<file path="config.mk">
export PLATFORM = sky130hd
export DESIGN_NAME = mux_accum_ctrl
export DESIGN_NICKNAME = d
export VERILOG_FILES = /design/src/rtl/mux_accum_pkg.sv /design/src/rtl/mux_accum_ctrl_down_counter.sv /design/src/rtl/mux_accum_ctrl.sv
export SDC_FILE = /design/constraint.sdc
export NUM_CORES = 1
export LEC_CHECK = 0
export CORE_ASPECT_RATIO = 1.1
export CORE_MARGIN = 1.5
export CORE_UTILIZATION = 51
export CTS_BUF_LIST = sky130_fd_sc_hd__clkbuf_8 sky130_fd_sc_hd__clkbuf_16
export CTS_CLUSTER_DIAMETER = 50
export DETAILED_ROUTE_END_ITERATION = 12
export PLACE_DENSITY = 0.8
export SETUP_SLACK_MARGIN = 0.5
export SYNTH_ARGS = -nofsm -noshare
export SYNTH_HDL_FRONTEND = slang
export SYNTH_HIERARCHICAL = 1
export SYNTH_SLANG_ARGS = --single-unit
</file>
<file path="constraint.sdc">
create_clock -name clk -period 2.9 [get_ports clk]
set_input_delay 0.725 -clock clk [delete_from_list [all_inputs] [get_ports clk]]
set_output_delay 0.725 -clock clk [all_outputs]
set_load 0.1 [all_outputs]
</file>
<file path="src/rtl/mux_accum_pkg.sv">
// rtl/mux_accum_pkg.sv - shared types and default widths for the mux accumulate sequencer
package mux_accum_pkg;

  localparam int WIDTH_DEF = 16;
  localparam int CNT_W_DEF = 8;

  typedef enum logic [1:0] {
    IDLE  = 2'd0,
    LOAD  = 2'd1,
    ACCUM = 2'd2,
    DONE  = 2'd3
  } state_t;

endpackage

</file>
<file path="src/rtl/mux_accum_ctrl_down_counter.sv">
// rtl/mux_accum_ctrl_down_counter.sv - loadable down counter tracking remaining accumulations
module down_counter
  import mux_accum_pkg::*;
#(
  parameter int W = CNT_W_DEF
) (
  input  logic         clk,
  input  logic         reset,
  input  logic         load,
  input  logic [W-1:0] load_value,
  input  logic         dec,
  output logic [W-1:0] value,
  output logic         le_one
);

  // Load takes priority over decrement; the sequencer never asserts both together.
  always_ff @(posedge clk) begin
    if (reset) begin
      value <= '0;
    end else if (load) begin
      value <= load_value;
    end else if (dec) begin
      value <= value - 1'b1;
    end
  end

  // Zero or one remaining: the last accumulation is in progress (or none is needed).
  assign le_one = (value <= W'(1));

endmodule

</file>
<file path="src/rtl/mux_accum_ctrl.sv">
// rtl/mux_accum_ctrl.sv - drives the operand mux select, loads a, accumulates b, hands off the sum
module mux_accum_ctrl
  import mux_accum_pkg::*;
#(
  parameter int WIDTH = WIDTH_DEF,
  parameter int CNT_W = CNT_W_DEF
) (
  input  logic             clk,
  input  logic             reset,
  input  logic             start,
  input  logic [CNT_W-1:0] count,
  input  logic [WIDTH-1:0] mux_out,
  output logic             sel_mux,
  output logic             busy,
  output logic [WIDTH-1:0] result,
  output logic             result_valid,
  input  logic             result_ready,
  output logic             overflow
);

  state_t             state;
  state_t             state_next;
  logic [WIDTH-1:0]   acc;
  logic [WIDTH:0]     sum;
  logic [CNT_W-1:0]   remaining;
  logic               remaining_le_one;
  logic               cnt_load;
  logic               cnt_dec;

  down_counter #(
    .W (CNT_W)
  ) u_down_counter (
    .clk        (clk),
    .reset      (reset),
    .load       (cnt_load),
    .load_value (count),
    .dec        (cnt_dec),
    .value      (remaining),
    .le_one     (remaining_le_one)
  );

  // State register.
  always_ff @(posedge clk) begin
    if (reset) begin
      state <= IDLE;
    end else begin
      state <= state_next;
    end
  end

  // Next-state and Moore outputs; the mux select depends on state only.
  always_comb begin
    state_next   = state;
    sel_mux      = 1'b0;
    busy         = 1'b1;
    result_valid = 1'b0;
    cnt_load     = 1'b0;
    cnt_dec      = 1'b0;
    case (state)
      IDLE: begin
        busy = 1'b0;
        if (start) begin
          cnt_load   = 1'b1;
          state_next = LOAD;
        end
      end
      LOAD: begin
        if (remaining == '0) begin
          state_next = DONE;
        end else begin
          state_next = ACCUM;
        end
      end
      ACCUM: begin
        sel_mux = 1'b1;
        cnt_dec = 1'b1;
        if (remaining_le_one) begin
          state_next = DONE;
        end
      end
      DONE: begin
        result_valid = 1'b1;
        if (result_ready) begin
          state_next = IDLE;
        end
      end
      default: begin
        state_next = IDLE;
      end
    endcase
  end

  // One bit wider than the data so the carry-out is visible while the sum wraps.
  assign sum = {1'b0, acc} + {1'b0, mux_out};

  // Accumulator and sticky overflow; both hold through DONE and IDLE until the next start.
  always_ff @(posedge clk) begin
    if (reset) begin
      acc      <= '0;
      overflow <= 1'b0;
    end else begin
      case (state)
        IDLE: begin
          if (start) begin
            overflow <= 1'b0;
          end
        end
        LOAD: begin
          acc <= mux_out;
        end
        ACCUM: begin
          acc      <= sum[WIDTH-1:0];
          overflow <= overflow | sum[WIDTH];
        end
        default: begin
        end
      endcase
    end
  end

  assign result = acc;

endmodule

</file>
---- After elaboration in Yosys (flattened, before gate mapping) ----
Cells that the tools add are included.
cells by class
  add/sub/neg operators ................... 2
  multipliers ............................. 0
  divide/modulo/power cells ............... 0
  $lt $le $gt $ge ......................... 1
  equality and inequality tests ........... 6
  shift operators ......................... 0
  multiplexer cells ....................... 15
  bitwise operators ....................... 1
  reductions and logical operators ........ 7
operator list
  kind                                                             count
  one-hot mux 16 bit (2 select lines)                              1
  adder 16 x 16 -> 17 bit                                          1
  two-way mux 8 bit                                                2
  less-or-equal comparator 8 x 1 -> 1 bit (second input constant)  1
  zero test 8 bit                                                  1
  one-hot mux 2 bit (4 select lines)                               1
  subtractor 8 x 1 -> 8 bit (second input constant)                1
  two-way mux 1 bit                                                7
  two-way mux 2 bit                                                3
  != test 2 bit (second input constant)                            3
  nonzero test 2 bit                                               3
  equality test 2 bit (second input constant)                      2
  AND reduction 3 bit                                              1
  equality test 2 x 1 -> 1 bit (second input constant)             1
  zero test 2 bit                                                  1
  one-hot mux 1 bit (2 select lines)                               1
  AND reduction 2 bit                                              1
  OR 1 bit                                                         1
word-level totals
  register bits ........................... 27
  bits in latches ......................... 0
  memory bits (writable) .................. 0
  memory bits (read-only) ................. 0
  bits of input ports ..................... 28
  output and inout port bits .............. 20
  logic and storage cells ................. 36
  memories kept ........................... 0

---- Depth between registers and ports, before layout ----
  depth after elaboration ................. 4
  mapped depth ............................ 9
  depth with buffers taken out ............ 8

---- Cells and area by module ----
The synthesis kept the hierarchy.
by module, submodules not included
  module          instances  cells each  area an instance (um^2)  sequential area each (um^2)
  mux_accum_ctrl  1          211         1701.6                   380.4
  down_counter    1          59          485.5                    160.2

---- Least setup slack after synthesis ----
Ideal clock, no wire load.
  path kind ............................... flip-flop to flip-flop
  from .................................... register acc[0], in the netlist result[0]
  to ...................................... register acc[8], in the netlist result[8]
  library setup time ...................... 0.131 ns
  data arrival time ....................... 2.561 ns
  data required time ...................... 2.769 ns
  slack ................................... 0.207 ns
  cell stages (with the launch flop) ...... 9
  buffers on the path ..................... 0
  clock period less this slack ............ 2.693 ns
  cells stage by stage .................... dfxtp_1 ha_1 fa_1 a21o_1 a41oi_2 a21oi_1 or4_1 o211ai_1 nor3_1
between the ends
  word-level cells in the longest chain between the ends .. 2
RTL lines
  element                              RTL line               source
  start: declaration                   mux_accum_ctrl.sv:23   logic [WIDTH-1:0] acc;
  start signal: assignment             mux_accum_ctrl.sv:109  acc <= mux_out;
  start signal: assignment             mux_accum_ctrl.sv:112  acc <= sum[WIDTH-1:0];
  adder 16 x 16 -> 17 bit              mux_accum_ctrl.sv:94   assign sum = {1'b0, acc} + {1'b0, mux_out};
  one-hot mux 16 bit (2 select lines)  mux_accum_ctrl.sv:102  case (state)
Every way passes these cells.
A chain may end at the register's enable or synchronous reset.

---- Final worst setup path ----
  from .................................... input mux_out[0]
  to ...................................... register acc[8], in the netlist result[8]
between the ends
  word-level cells in the longest chain between the ends .. 2
RTL lines
  element                              RTL line               source
  start: declaration                   mux_accum_ctrl.sv:12   input logic [WIDTH-1:0] mux_out,
  adder 16 x 16 -> 17 bit              mux_accum_ctrl.sv:94
  one-hot mux 16 bit (2 select lines)  mux_accum_ctrl.sv:102
Every way passes these cells.

==> impl_metrics.tcl <==
set metrics [dict create \
    status "completed" \
    syn_area_um2 2190 \
    critPathArrivalTime_ps 2540 \
    grt_use_total_pct 24.1 \
    port_buffers 47 \
    ys_warn_count 6 \
    relSlewSlack_pct 62.2 \
    synthTopCellsByArea "dfxtp_1 25%, ha_1 13%, a21oi_1 5.3%, a211oi_1 4.5%, nor2_1 4.1%" \
    max_stage_delay_ps 480 \
    rrSetupSlack_ps 750 \
    cp_num_buf_inv 1 \
    path_class "in -> reg" \
    start_util_pct 54.0 \
    cts.clk_slew.worst_paths_ps 110 \
    via_count 2203 \
    clk_latency_ps 280 \
    dp.cells 360 \
    power.density_nw_per_um2 1230 \
    hold_start "result[8]" \
    drive_gt1_share_pct 21.7 \
    die_height_um 71.7 \
    p_leak_nw 1.12 \
    synth_edf_count 0 \
    grt_pass1_wl_um 9110 \
    syn_inst 270 \
    io_pins 48 \
    yosys.area.top_type_share_pct 24.7 \
    ctsLongestPathBuffers 2 \
    drc 0 \
    drtPass1Iterations 4 \
    hold_path_class "reg -> reg" \
    hold_viol 0 \
    yosysTopAreaCell "dfxtp_1" \
    instances_no_fill 365 \
    dpl.hpwl_um 4160 \
    fp.dieW_um 65.4 \
    path_cells "buf_2 -> ha_4 -> fa_2 -> a21o_1 -> a41oi_4 -> a21oi_2 -> or4_1 -> o211ai_1 -> nor3_1" \
    setup.worst_path.end_class "flop" \
    cts.sinks 27 \
    fin_nets 365 \
    antenna_found_initial 0 \
    die_area_um2 4690 \
    yosysSeqAreaShare_pct 24.7 \
    reg2reg_to "result[8]" \
    postRouteAntennaNets 0 \
    area_delta_synth_final_pct 30.9 \
    critPathTopFamily "compound AO/OA/AOI/OAI gates" \
    synth_cell_types 58 \
    cp-start-kind "input port" \
    rsz0062_at_grt "true" \
    worst_pin_slew_ps 565 \
    first_global_vias 2079 \
    gr-total-overflow 0 \
    post-route-util_pct 70.6 \
    min_period_ps 2350 \
    drt-initial-drc-count 108 \
    ys_top_cells_by_count "27 x dfxtp_1, 24 x nor2_1, 23 x a21oi_1" \
    htreeDepth 1 \
    synth.most_common_cell "dfxtp_1" \
    cts_tree "yes" \
    required_ps 3090 \
    fmax_mhz 425 \
    fin_worst_skew_ps 4.09 \
    r2r_start "result[0]" \
    cts_buffers 3 \
    drt-wirelength-per-cell_um 15.8 \
    ys_ff_latch 27 \
    vdd_drop_max_uv 685 \
    rows 24 \
    synth_ff_type "dfxtp_1" \
    ys_async_sr_fraction_pct 0 \
    whs_endpoint "result[8]" \
    place_congestion 0.976 \
    diodes 0 \
    avgViaCountPerCell 6.04 \
    cts_hold_buf 0 \
    grt_max_degree 27 \
    synth_nets 321 \
    setup_viol 0 \
    clock-root-buffer "clkbuf_8" \
    worstRegToRegCells 8 \
    cap_viol_max_count 0 \
    drt-total-wl_um 5750 \
    holdPathStages 2 \
    path_max_fanout 4 \
    finalCritPeriodShare_pct 81.1 \
    final_max_slew_viol_count 0 \
    syn_area_per_cell_um2 8.10 \
    core_um2 4050 \
    cp_slowest_cell "or4_1" \
]
[kinds of logic after synthesis]
family                     count (synthesis)  synth area share [%]
AOI/OAI and AO/OA                         93                  29.7
muxes                                      5                  2.29
and+or+nand+nor                           81                  19.2
DFF                                       27                  24.7
xor gates and xnor gates                  13                  5.21
adders and majority gates                 23                  13.5
buffers and inverters                     28                  5.38
[state kept, by name (all words and copies together), names as in the netlist]
register and count:
u_down_counter/value 8, result 16, overflow 1, state 2
[area by class of cell]
cell class,instances,area [µm²]
Sequential cell,27,548
Clock buffer,3,41.3
Tap cell,52,65.1
Multi-Input combinational cell,215,1680
Inverter,13,48.8
Timing Repair Buffer,54,470
Clock inverter,1,7.51
Fill cell,329,1190
[stage by stage]
stage / TNS, ps / worst slack (ps) / hold WS, ps / total power, mW / cell area (µm²)
CTS: 0 / 483 / 512 / 3.41 / 2790
floorplan: 0 / 420 / 494 / 2.62 / 2200
global placement: -78.0 / -78.0 / 484 / 3.08 / 2660
finish: 0 / 547 / 510 / 3.53 / 2860
global route: 0 / 460 / 551 / 3.74 / 2860
detailed placement: -225 / -116 / 489 / 3.11 / 2660
[metal layers]
| layer | track usage (%) | share of wire (%) | vias up |
|---|---|---|---|
| li1 | - | - | 1103 |
| met1 | 31.5 | 45 | 1004 |
| met2 | 41.5 | 47 | 84 |
| met3 | 2.20 | 5.2 | 12 |
| met4 | 8.33 | 2.3 | 0 |
| met5 | 0 | 0 | - |
[what timing repair did]
| item | in CTS | in global routing |
|---|---|---|
| gates resized for setup | 18 | 14 |
| setup buffers | 1 | 0 |
| setup endpoints to repair | 12 | 9 |
| cloned | 0 | 0 |
| pin swaps | 7 | 12 |
[where the power goes]
group	leakage (nW)	internal [mW]	total, mW	switching [mW]
Combinational	0.874	0.884	2.60	1.71
Sequential	0.225	0.520	0.693	0.172
Clock	0.0217	0.0980	0.236	0.138
Total	1.12	1.50	3.53	2.02
[cell usage in the layout (no fill, tap or decap), types with 8 or more instances in the layout]
| master | count |
|---|---|
| nand2_1 | 18 |
| xnor2_1 | 8 |
| nor2_1 | 24 |
| a21oi_1 | 20 |
| ha_4 | 8 |
| o22ai_1 | 8 |
| buf_4 | 27 |
| dfxtp_1 | 21 |
| a21o_1 | 9 |
| ha_1 | 11 |
| a211oi_1 | 13 |
| nor3_1 | 9 |
| clkdlybuf4s50_1 | 23 |
| inv_1 | 12 |
[worst max path at each step]
stage / startpoint / endpoint / cells after the start
floorplan: result[4] / result[8] / 7
global placement: mux_out[0] / result[8] / 9
detailed placement: mux_out[0] / result[8] / 9
CTS: mux_out[0] / result[8] / 9
global route: mux_out[5] / result[12] / 7
finish: mux_out[0] / result[8] / 9
[worst reg2reg max path, delay by kind of cell (launching register included)]
kind,cells,cell delay [ps]
flops,1,350
compound gates,4,650
fa+ha+maj,2,510
simple gates,2,540
(Power assumes the default switching activity.)
